### config.mk
export PLATFORM = sky130hd
export DESIGN_NAME = mms_mem_arbiter_flat
export DESIGN_NICKNAME = d
export VERILOG_FILES = /design/src/rtl/mms_mem_arbiter_if.sv /design/src/rtl/mms_mem_arbiter.sv /design/src/flat_wrapper.sv
export SDC_FILE = /design/constraint.sdc
export NUM_CORES = 1
export LEC_CHECK = 0
export CAP_MARGIN = 20
export CORE_AREA = 2 2 217 219
export CTS_BUF_LIST = sky130_fd_sc_hd__clkbuf_8
export CTS_CLUSTER_DIAMETER = 100
export DETAILED_ROUTE_END_ITERATION = 6
export DIE_AREA = 0 0 219 221
export PLACE_DENSITY_LB_ADDON = 0.2
export RECOVER_POWER = 100
export SYNTH_ARGS = -nofsm -noshare
export SYNTH_HDL_FRONTEND = slang
export SYNTH_SLANG_ARGS = --single-unit
### constraint.sdc
create_clock -name clk -period 3.55 [get_ports clk]
set_input_delay 0.71 -clock clk [delete_from_list [all_inputs] [get_ports clk]]
set_output_delay 0.71 -clock clk [all_outputs]
set_load 0.05 [all_outputs]
### src/rtl/mms_mem_arbiter_if.sv
// rtl/mms_mem_arbiter_if.sv - requester and memory-port signal bundle for mms_mem_arbiter
interface mms_mem_arbiter_if #(
    parameter int NREQ   = 2,
    parameter int ADDR_W = 32,
    parameter int DATA_W = 32,
    parameter int BEATS  = 4
) ();
    // Requester side
    logic [NREQ-1:0]              req_i;
    logic [NREQ-1:0]              we_i;
    logic [NREQ*ADDR_W-1:0]       addr_i;
    logic [NREQ*BEATS*DATA_W-1:0] wdata_i;
    logic [NREQ-1:0]              gnt_o;
    logic [NREQ-1:0]              done_o;
    logic [BEATS*DATA_W-1:0]      rdata_o;

    // Memory side
    logic                         mem_req_o;
    logic                         mem_we_o;
    logic [ADDR_W-1:0]            mem_addr_o;
    logic [DATA_W-1:0]            mem_wdata_o;
    logic                         mem_ready_i;
    logic                         mem_rvalid_i;
    logic [DATA_W-1:0]            mem_rdata_i;

    // The arbiter itself
    modport slave (
        input  req_i, we_i, addr_i, wdata_i,
        input  mem_ready_i, mem_rvalid_i, mem_rdata_i,
        output gnt_o, done_o, rdata_o,
        output mem_req_o, mem_we_o, mem_addr_o, mem_wdata_o
    );

    // Whoever drives requests and models the memory
    modport master (
        output req_i, we_i, addr_i, wdata_i,
        output mem_ready_i, mem_rvalid_i, mem_rdata_i,
        input  gnt_o, done_o, rdata_o,
        input  mem_req_o, mem_we_o, mem_addr_o, mem_wdata_o
    );
endinterface

### src/rtl/mms_mem_arbiter.sv
// rtl/mms_mem_arbiter.sv - round-robin line-transfer arbiter and burst sequencer for the MMS caches
module mms_mem_arbiter #(
    parameter int NREQ   = 2,
    parameter int ADDR_W = 32,
    parameter int DATA_W = 32,
    parameter int BEATS  = 4
) (
    input  logic             clk,
    input  logic             rst,
    mms_mem_arbiter_if.slave bus
);
    localparam int OW = (NREQ > 1) ? $clog2(NREQ) : 1;
    localparam int CW = $clog2(BEATS + 1);
    localparam int LW = BEATS * DATA_W;

    typedef enum logic [1:0] {IDLE, BURST, DONE} state_t;

    state_t            state;
    logic [OW-1:0]     owner;
    logic [OW-1:0]     rr_ptr;
    logic              we_q;
    logic [ADDR_W-1:0] base;
    logic [CW-1:0]     issue_cnt;
    logic [CW-1:0]     resp_cnt;
    logic [LW-1:0]     line_buf;

    logic              found;
    logic [OW-1:0]     pick;
    logic [OW-1:0]     sel_r;
    logic [CW-1:0]     sel_k;
    logic [CW-1:0]     issue_nxt;
    logic              last_issue;
    logic              pick_we;
    logic [ADDR_W-1:0] pick_base;
    logic [DATA_W-1:0] sel_word;
    logic [ADDR_W-1:0] next_addr;
    logic              accept;
    logic              rv_take;
    logic [LW-1:0]     line_nxt;

    assign issue_nxt  = issue_cnt + CW'(1);
    assign last_issue = (issue_nxt == CW'(BEATS));
    assign next_addr  = base + ({{(ADDR_W-CW){1'b0}}, issue_nxt} << 2);
    assign accept     = bus.mem_req_o && bus.mem_ready_i;
    // Only returns for beats already issued count; writes never collect data.
    assign rv_take    = bus.mem_rvalid_i && !we_q && (resp_cnt < issue_cnt);

    // Round-robin search: first requester at or above rr_ptr, else the lowest below it.
    always_comb begin
        found = 1'b0;
        pick  = rr_ptr;
        for (int j = 0; j < NREQ; j++) begin
            if (!found && bus.req_i[j] && (OW'(j) >= rr_ptr)) begin
                found = 1'b1;
                pick  = OW'(j);
            end
        end
        for (int j = 0; j < NREQ; j++) begin
            if (!found && bus.req_i[j]) begin
                found = 1'b1;
                pick  = OW'(j);
            end
        end
    end

    // Select the next beat's write word: word 0 of the new owner in IDLE, else the following word.
    always_comb begin
        sel_r     = (state == IDLE) ? pick : owner;
        sel_k     = (state == IDLE || last_issue) ? '0 : issue_nxt;
        sel_word  = '0;
        pick_we   = 1'b0;
        pick_base = '0;
        for (int r = 0; r < NREQ; r++) begin
            if (pick == OW'(r)) begin
                pick_we   = bus.we_i[r];
                pick_base = bus.addr_i[r*ADDR_W +: ADDR_W] & {{(ADDR_W-4){1'b1}}, 4'b0000};
            end
            for (int k = 0; k < BEATS; k++) begin
                if (sel_r == OW'(r) && sel_k == CW'(k)) begin
                    sel_word = bus.wdata_i[(r*BEATS + k)*DATA_W +: DATA_W];
                end
            end
        end
    end

    // Line buffer with the current read return merged into slot resp_cnt.
    always_comb begin
        line_nxt = line_buf;
        for (int k = 0; k < BEATS; k++) begin
            if (resp_cnt == CW'(k)) begin
                line_nxt[k*DATA_W +: DATA_W] = bus.mem_rdata_i;
            end
        end
    end

    // Arbitration / burst FSM; every output is registered here.
    always_ff @(posedge clk) begin
        if (rst) begin
            state           <= IDLE;
            owner           <= '0;
            rr_ptr          <= '0;
            we_q            <= 1'b0;
            base            <= '0;
            issue_cnt       <= '0;
            resp_cnt        <= '0;
            line_buf        <= '0;
            bus.gnt_o       <= '0;
            bus.done_o      <= '0;
            bus.rdata_o     <= '0;
            bus.mem_req_o   <= 1'b0;
            bus.mem_we_o    <= 1'b0;
            bus.mem_addr_o  <= '0;
            bus.mem_wdata_o <= '0;
        end else begin
            case (state)
                IDLE: begin
                    if (found) begin
                        owner           <= pick;
                        we_q            <= pick_we;
                        base            <= pick_base;
                        rr_ptr          <= (pick == OW'(NREQ-1)) ? '0 : pick + OW'(1);
                        bus.gnt_o       <= {{(NREQ-1){1'b0}}, 1'b1} << pick;
                        bus.mem_req_o   <= 1'b1;
                        bus.mem_we_o    <= pick_we;
                        bus.mem_addr_o  <= pick_base;
                        bus.mem_wdata_o <= sel_word;
                        state           <= BURST;
                    end
                end
                BURST: begin
                    if (accept) begin
                        issue_cnt <= issue_nxt;
                        if (last_issue) begin
                            bus.mem_req_o <= 1'b0;
                            bus.mem_we_o  <= 1'b0;
                            if (we_q) begin
                                bus.done_o <= bus.gnt_o;
                                state      <= DONE;
                            end
                        end else begin
                            bus.mem_addr_o  <= next_addr;
                            bus.mem_wdata_o <= sel_word;
                        end
                    end
                    if (rv_take) begin
                        line_buf <= line_nxt;
                        resp_cnt <= resp_cnt + CW'(1);
                        if (resp_cnt + CW'(1) == CW'(BEATS)) begin
                            bus.rdata_o <= line_nxt;
                            bus.done_o  <= bus.gnt_o;
                            state       <= DONE;
                        end
                    end
                end
                DONE: begin
                    bus.done_o <= '0;
                    bus.gnt_o  <= '0;
                    issue_cnt  <= '0;
                    resp_cnt   <= '0;
                    state      <= IDLE;
                end
                default: state <= IDLE;
            endcase
        end
    end
endmodule

### src/flat_wrapper.sv
// flat-port wrapper written by rule: the top's interface ports become plain ports
module mms_mem_arbiter_flat 
#(
    parameter int NREQ   = 2,
    parameter int ADDR_W = 32,
    parameter int DATA_W = 32,
    parameter int BEATS  = 4
)
  (clk, rst, bus_req_i, bus_we_i, bus_addr_i, bus_wdata_i, bus_mem_ready_i, bus_mem_rvalid_i, bus_mem_rdata_i, bus_gnt_o, bus_done_o, bus_rdata_o, bus_mem_req_o, bus_mem_we_o, bus_mem_addr_o, bus_mem_wdata_o);
  mms_mem_arbiter_if #(.NREQ(NREQ), .ADDR_W(ADDR_W), .DATA_W(DATA_W), .BEATS(BEATS)) bus_i ();
  input  logic clk;
  input  logic rst;
  input wire logic [$bits(bus_i.req_i)-1:0] bus_req_i;
  input wire logic [$bits(bus_i.we_i)-1:0] bus_we_i;
  input wire logic [$bits(bus_i.addr_i)-1:0] bus_addr_i;
  input wire logic [$bits(bus_i.wdata_i)-1:0] bus_wdata_i;
  input wire logic [$bits(bus_i.mem_ready_i)-1:0] bus_mem_ready_i;
  input wire logic [$bits(bus_i.mem_rvalid_i)-1:0] bus_mem_rvalid_i;
  input wire logic [$bits(bus_i.mem_rdata_i)-1:0] bus_mem_rdata_i;
  output wire logic [$bits(bus_i.gnt_o)-1:0] bus_gnt_o;
  output wire logic [$bits(bus_i.done_o)-1:0] bus_done_o;
  output wire logic [$bits(bus_i.rdata_o)-1:0] bus_rdata_o;
  output wire logic [$bits(bus_i.mem_req_o)-1:0] bus_mem_req_o;
  output wire logic [$bits(bus_i.mem_we_o)-1:0] bus_mem_we_o;
  output wire logic [$bits(bus_i.mem_addr_o)-1:0] bus_mem_addr_o;
  output wire logic [$bits(bus_i.mem_wdata_o)-1:0] bus_mem_wdata_o;
  assign bus_i.req_i = bus_req_i;
  assign bus_i.we_i = bus_we_i;
  assign bus_i.addr_i = bus_addr_i;
  assign bus_i.wdata_i = bus_wdata_i;
  assign bus_i.mem_ready_i = bus_mem_ready_i;
  assign bus_i.mem_rvalid_i = bus_mem_rvalid_i;
  assign bus_i.mem_rdata_i = bus_mem_rdata_i;
  assign bus_gnt_o = bus_i.gnt_o;
  assign bus_done_o = bus_i.done_o;
  assign bus_rdata_o = bus_i.rdata_o;
  assign bus_mem_req_o = bus_i.mem_req_o;
  assign bus_mem_we_o = bus_i.mem_we_o;
  assign bus_mem_addr_o = bus_i.mem_addr_o;
  assign bus_mem_wdata_o = bus_i.mem_wdata_o;
  mms_mem_arbiter #(.NREQ(NREQ), .ADDR_W(ADDR_W), .DATA_W(DATA_W), .BEATS(BEATS)) u_core (.clk(clk), .rst(rst), .bus(bus_i));
endmodule
==> impl_results.md, run 1 <==
- Fmax: 320 MHz
- Slew Viols, Final: 0
- Post-Route WL: 71300 µm
- Core ar.: 46100 µm²
- Netlist Area Pre-Place: 16300 µm²
- Layout area overhead: 44.8%
- Worst-margin pin slew: 1140 ps
- GPL Wtd Cong: 0.970
- Detailed Route Iter0 Violations: 1377
- Seq. cell area: 6630 µm²
- Overall power: 10.5 mW
- Via density: 5.38
- Detailed-placement wirelength estimate: 52800 µm
- Max-Cap Viols: 0
- Clock Sinks: 331
- Number of CTS-inserted buffers: 59
- Arr. time, crit path: 3660 ps
- Normalized max-slew margin: 23.7%
- Post-Syn Area per Cell: 8.06 µm²
- Clock transition at path regs: 60 ps
- DR DRC count: 0
- Die Height: 221 µm
- Die width: 219 µm
- Starting density of the core: 35.4%
- PD cells: 444 nW/µm²
- Filler Cell Count: 4430
- Synth Register Bits: 331
- Synth async-reset ratio: 0%
- Wire length per cell: 22.5 µm
- Remaining antenna violation count: 0
- Crit end category: flop
- Routed vias: 17057
- Clock tree from TritonCTS: built
- Status: finished clean
- Post-synth EDFFs: 0
- Final min period: 3120 ps
- Commonest non-fill, non-tap cells in the layout: 386 x nand2_1, 349 x clkdlybuf4s50_1, 331 x dfxtp_1
- Critical path peak fanout: 14
- Placed instance count: 3047
- Clock Latency Late Sink: 660 ps
- Yosys cell types: 63
- CTS max path bufs: 3
- First-pass GRT wire length: 105000 µm
- Fin crit share: 88.0%
- Register area share after synthesis: 40.7%
- RSZ-0062 raised after global routing: no
- Port bufs: 547
- Synth Instances: 2020
- Initial DRT Pass Iterations: 6
- Vias in the first global route: 16271
- GRT Util Overall: 28.5%
- Setup TNS: 0 ps
- Initial antenna violation count: 14
- Layout cells sized above 1: 7.06%
- Worst vdd ir: 376 µV
- Placed cell area: 22300 µm²
- Post-CTS Setup Repair Bufs: 0
- Tightest Hold Check Type: flop to flop
- P_leak: 8.91 nW
- Critical path class: flop to flop
- Post-CTS Resized: 0
- H-Tree Level Count: 2
- Nets@finish: 2875
- Largest net degree at the start of global routing: 116
- Clk Tree Root Cell: clkbuf_8
- Required time worst endpoint: 4080 ps
- Finished Cell Area: 23600 µm²
- Critical Path Source Type: flop
- Post-synth top flop: dfxtp_1
- Layout Cells excl Fill: 3169
- Num ports: 558
- Hold Buf Count CTS: 0
- Area occupied by multi-input gates: 8870 µm²
- Hold Fails Final Rpt: 0
- Clock skew: 18.1 ps
- Die area: 48400 µm²
- Total gr overflow: 0
- Rows: 79
- Final setup fails: 0
- Most common cell after layout, fill and taps aside: nand2_1
- Synthesis Warnings: 0
## final cells by class
class,count,area share [%]
multi-input combinational,1488,37.6
sequential,331,28.1
timing repair buffer,604,25.3
clock buffer,79,4.61
tap,607,3.22
clock inverter,31,0.764
inverter,17,0.271
antenna,12,0.127
## power by group
part | internal, mW | switching, mW | total (mW)
Combinational | 1.05 | 1.62 | 2.67
Sequential | 3.90 | 0.147 | 4.05
Clock | 2.07 | 1.68 | 3.75
## cells in the mapped netlist (all sizes together), types with 21 or more instances
cell type | number | area [µm²]
a211oi | 137 | 1030
a21oi | 209 | 1080
a32oi | 29 | 254
and2 | 38 | 238
buf | 62 | 330
clkbuf | 123 | 462
dfxtp | 331 | 6630
mux2i | 125 | 1250
nand2 | 386 | 1450
nand2b | 31 | 194
nand3 | 22 | 110
nor2 | 187 | 704
o21ai | 58 | 294
o221ai | 21 | 184
## layer usage
metal / track usage [%] / part of all wire (%)
met4: 9.72 / 2.8
met2: 46.3 / 47
met3: 6.93 / 8.3
met5: 0 / 0.014
met1: 36.7 / 42
## flip-flops by register name, indices dropped and copies added, names as in the netlist, 3 cells and up
name	flops
u_core.base	28
u_core.bus.mem_addr_o	30
u_core.bus.mem_wdata_o	32
u_core.bus.rdata_o	128
u_core.issue_cnt	3
u_core.line_buf	96
u_core.resp_cnt	3
## logic make-up (layout without fill, tap and decap cells)
| logic type | Yosys count | after routing | synth area share, % |
|---|---|---|---|
| buf+inv | 202 | 731 | 5.26 |
| fa+ha+maj | 15 | 15 | 1.14 |
| flops | 331 | 331 | 40.7 |
| other cells | 1 | 14 | 0.0230 |
| simple gates | 731 | 731 | 19.5 |
| mux | 127 | 127 | 7.82 |
| xor+xnor | 24 | 24 | 1.29 |
| compound gates | 589 | 589 | 24.3 |
## final timing paths
check                                         from                                 endpoint  slack (ps)  depth (start not counted)
min          u_core.bus.mem_addr_o[2]$_SDFFE_PP0P_    u_core.bus.mem_addr_o[2]$_SDFFE_PP0P_         450                          2
max reg2reg           u_core.state[0]$_SDFFE_PP0P_  u_core.bus.mem_wdata_o[11]$_SDFFE_PP0P_         430                          9
min reg2reg  u_core.bus.mem_addr_o[2]$_SDFFE_PP0P_    u_core.bus.mem_addr_o[2]$_SDFFE_PP0P_         450                          2
max                   u_core.state[0]$_SDFFE_PP0P_  u_core.bus.mem_wdata_o[11]$_SDFFE_PP0P_         430                          9
## worst max-delay path: stages, from the launching register on
cell and delay [ps]:
dfxtp_1 320, inv_1 100, ha_1 400, clkbuf_1 400, inv_1 260, nor2_1 350, o21a_2 250, nand3_1 460
o221ai_1 400, a21oi_2 50
## metrics by stage
step           setup WS, ps  hold WS (ps)  utilization, %
2_1_floorplan          1120           436               -
3_3_place_gp            160           439            48.4
3_5_place_dp           78.8           446            48.5
4_1_cts                 524           454            51.2
5_1_grt                 180           470            51.2
6_report                426           450            51.2
Note: power is estimated with default switching activity, not from simulation.
==> inputs of run 2 (changes only) <==
--- a/config.mk
+++ b/config.mk
@@ -16,3 +16,4 @@
 export SYNTH_ARGS = -nofsm -noshare
 export SYNTH_HDL_FRONTEND = slang
 export SYNTH_SLANG_ARGS = --single-unit
+export TNS_END_PERCENT = 20
==> results of run 2 <==
The final DEF is identical to that of run 1; final timing and power are the same.
==> inputs of run 3 (changes only) <==
--- a/config.mk
+++ b/config.mk
@@ -6,11 +6,11 @@
 export NUM_CORES = 1
 export LEC_CHECK = 0
 export CAP_MARGIN = 20
-export CORE_AREA = 2 2 217 219
+export CORE_AREA = 2 2 216 218
 export CTS_BUF_LIST = sky130_fd_sc_hd__clkbuf_8
 export CTS_CLUSTER_DIAMETER = 100
 export DETAILED_ROUTE_END_ITERATION = 6
-export DIE_AREA = 0 0 219 221
+export DIE_AREA = 0 0 218 220
 export PLACE_DENSITY_LB_ADDON = 0.2
 export RECOVER_POWER = 100
 export SYNTH_ARGS = -nofsm -noshare
==> constraint.sdc (replaced) <==
create_clock -name clk -period 2.8 [get_ports clk]
set_input_delay 0.56 -clock clk [delete_from_list [all_inputs] [get_ports clk]]
set_output_delay 0.56 -clock clk [all_outputs]
set_load 0.05 [all_outputs]
==> run 3 against run 2 <==
Routed wire length increased by 3.4%. Cell area up 1.1%. First-iteration DRC count down 4.9%. Sequential power grew 27%. Flip-flop and latch count stayed put. Clock power grew 14%. Largest cell class unchanged.
==> impl_results.md, run 3 (synthesis gave the netlist of run 1 again) <==
- Worst-margin pin slew: 1100 ps (was 1140 ps)
- CP max stage delay: 450 ps (was 460 ps)
- Nets@finish: 2925 (was 2875)
- Slew Viols, Final: 0 (unchanged)
- Layout cells sized above 1: 8.03% (was 7.06%)
- Clock Latency Late Sink: 660 ps (about the same)
- Clock skew: 21.1 ps (was 18.1 ps)
- Port bufs: 547 (unchanged)
- CTS max path bufs: 3 (unchanged)
- Vias in the first global route: 16710 (was 16271)
- Post-CTS Resized: 0 (unchanged)
- Core ar.: 45900 µm² (was 46100 µm²)
- Final setup fails: 0 (unchanged)
- Placed instance count: 3099 (was 3047)
- Max-Cap Viols: 0 (unchanged)
- Detailed-placement wirelength estimate: 55100 µm (was 52800 µm)
- Detailed Route Iter0 Violations: 1310 (was 1377)
- Normalized max-slew margin: 26.8% (was 23.7%)
- Worst vdd ir: 424 µV (was 376 µV)
- CP max-delay cell: or3b_1 (was nand3_1)
- P_leak: 9.08 nW (was 8.91 nW)
- Layout Cells excl Fill: 3208 (was 3169)
- Largest net degree at the start of global routing: 127 (was 116)
- Num ports: 558 (unchanged)
- Clock tree from TritonCTS: built (unchanged)
- Seq. cell area: 6630 µm² (unchanged)
- Setup TNS: 0 ps (unchanged)
- Crit path buf inv count: 3 (unchanged)
- Remaining antenna violation count: 0 (unchanged)
- Most flop-heavy register: u_core.bus.rdata_o (unchanged)
- Tightest Hold Check Type: flop to flop (unchanged)
- Worst-path cell chain: ha_1, ha_1, or3b_1, buf_4, clkbuf_4, nand2_1, nand2_1, o21ai_0, buf_4, a32o_1, a21oi_2 (was inv_1, ha_1, clkbuf_1, inv_1, nor2_1, o21a_2, nand3_1, o221ai_1, a21oi_2)
- Hold Fails Final Rpt: 0 (unchanged)
- Clk Tree Root Cell: clkbuf_8 (unchanged)
- Number of CTS-inserted buffers: 57 (was 59)
- Wire length per cell: 23.0 µm (was 22.5 µm)
- Pre-CTS setup slack: 24.1 ps (was 78.8 ps)
- Layout area overhead: 46.4% (was 44.8%)
- Clock Sinks: 331 (unchanged)
- Starting density of the core: 35.5% (was 35.4%)
- Commonest non-fill, non-tap cells in the layout: 386 x nand2_1, 349 x clkdlybuf4s50_1, 331 x dfxtp_1 (unchanged)
- Final min period: 2710 ps (was 3120 ps)
- Most common cell after layout, fill and taps aside: nand2_1 (unchanged)
- Rows: 79 (unchanged)
- H-Tree Level Count: 2 (unchanged)
- Critical path peak fanout: 25 (was 14)
- Routed vias: 17357 (was 17057)
- Die Height: 220 µm (was 221 µm)
- Critical Path Source Type: flop (unchanged)
- Crit end category: flop (unchanged)
- Filler Cell Count: 4331 (was 4430)
- Clock transition at path regs: 60 ps (about the same)
- Fin crit share: 96.9% (was 88.0%)
- Largest register FFs: 128 (unchanged)
- RSZ-0062 raised after global routing: no (unchanged)
- Top cell family by delay on the critical path: buffers and inverters (was simple AND/OR/NAND/NOR gates)
- GRT Util Overall: 29.6% (was 28.5%)
- PD cells: 543 nW/µm² (was 444 nW/µm²)
- Via density: 5.41 (was 5.38)
- Post-Route WL: 73700 µm (was 71300 µm)
- Total gr overflow: 0 (unchanged)
- Status: finished clean (unchanged)
- Initial antenna violation count: 12 (was 14)
- Overall power: 13.0 mW (was 10.5 mW)
- Critical path class: flop to flop (unchanged)
- Die width: 218 µm (was 219 µm)
- DR DRC count: 0 (unchanged)
- Arr. time, crit path: 3250 ps (was 3660 ps)
- GPL Wtd Cong: 0.972 (was 0.970)
- Required time worst endpoint: 3340 ps (was 4080 ps)
- Biggest regs: u_core.bus.rdata_o (128), u_core.line_buf (96), u_core.bus.mem_wdata_o (32) (unchanged)
- First-pass GRT wire length: 108000 µm (was 105000 µm)
- Die area: 48000 µm² (was 48400 µm²)
- Post-CTS Setup Repair Bufs: 0 (unchanged)
- Fmax: 368 MHz (was 320 MHz)
- Hold Buf Count CTS: 0 (unchanged)
- Final WS setup: 85.7 ps (was 426 ps)
- Initial DRT Pass Iterations: 5 (was 6)
- Area occupied by multi-input gates: 8860 µm² (was 8870 µm²)
run 3: cell count changes in the layout (fill, tap and decap cells not counted), sizes merged:
cell | previous run | this run
inv | 36 | 40
buf | 45 | 91
clkinv | 11 | 7
diode | 12 | 10
bufinv | 1 | 0
clkbuf | 92 | 88
run 3: final timing paths:
| path | to | from | depth (start not counted) | slack, ps |
|---|---|---|---|---|
| min reg2reg | u_core.line_buf[17]$_SDFFE_PP0P_ | u_core.line_buf[17]$_SDFFE_PP0P_ | 2 | 450 |
| min | u_core.line_buf[17]$_SDFFE_PP0P_ | u_core.line_buf[17]$_SDFFE_PP0P_ | 2 | 450 |
| max reg2reg | u_core.bus.mem_wdata_o[11]$_SDFFE_PP0P_ | u_core.issue_cnt[1]$_SDFFE_PP0P_ | 11 | 90 |
| max | u_core.bus.mem_wdata_o[11]$_SDFFE_PP0P_ | u_core.issue_cnt[1]$_SDFFE_PP0P_ | 11 | 90 |
run 3: area by class of cell:
class                      count  area share, %
clock inverter                30          0.635
sequential                   331           27.8
inverter                      17          0.268
multi-input combinational   1488           37.2
clock buffer                  69           3.98
antenna                       10          0.105
tap                          607           3.19
timing repair buffer         656           26.8
run 3: power breakdown:
part | switching, mW | internal, mW
clock network | 2.06 | 2.23
logic | 2.11 | 1.41
registers | 0.196 | 4.94
run 3: stage by stage:
| step | utilization, % | hold slack (ps) | instance area [µm²] |
|---|---|---|---|
| floorplan | - | 436 | 16300 |
| global placement | 49.8 | 440 | 22800 |
| detailed placement | 49.8 | 446 | 22800 |
| CTS | 52.2 | 417 | 23900 |
| global route | 52.0 | 456 | 23800 |
| finish | 52.0 | 452 | 23800 |
run 3: layer usage:
metal | part of all wire (%) | vias up | GRT usage [%]
li1 | - | 8263 | -
met1 | 43 | 8363 | 37.9
met2 | 47 | 606 | 48.8
met3 | 7.3 | 121 | 7.08
met4 | 3.0 | 4 | 10.1
met5 | 0.037 | - | 0
run 3: tightest hold or removal path: cells and delay by family (launching register included):
| family | cells | cell delay (ps) |
|---|---|---|
| flip-flops | 1 | 300 |
| AND/OR/NAND/NOR | 1 | 50 |
| AO/OA/AOI/OAI | 1 | 50 |
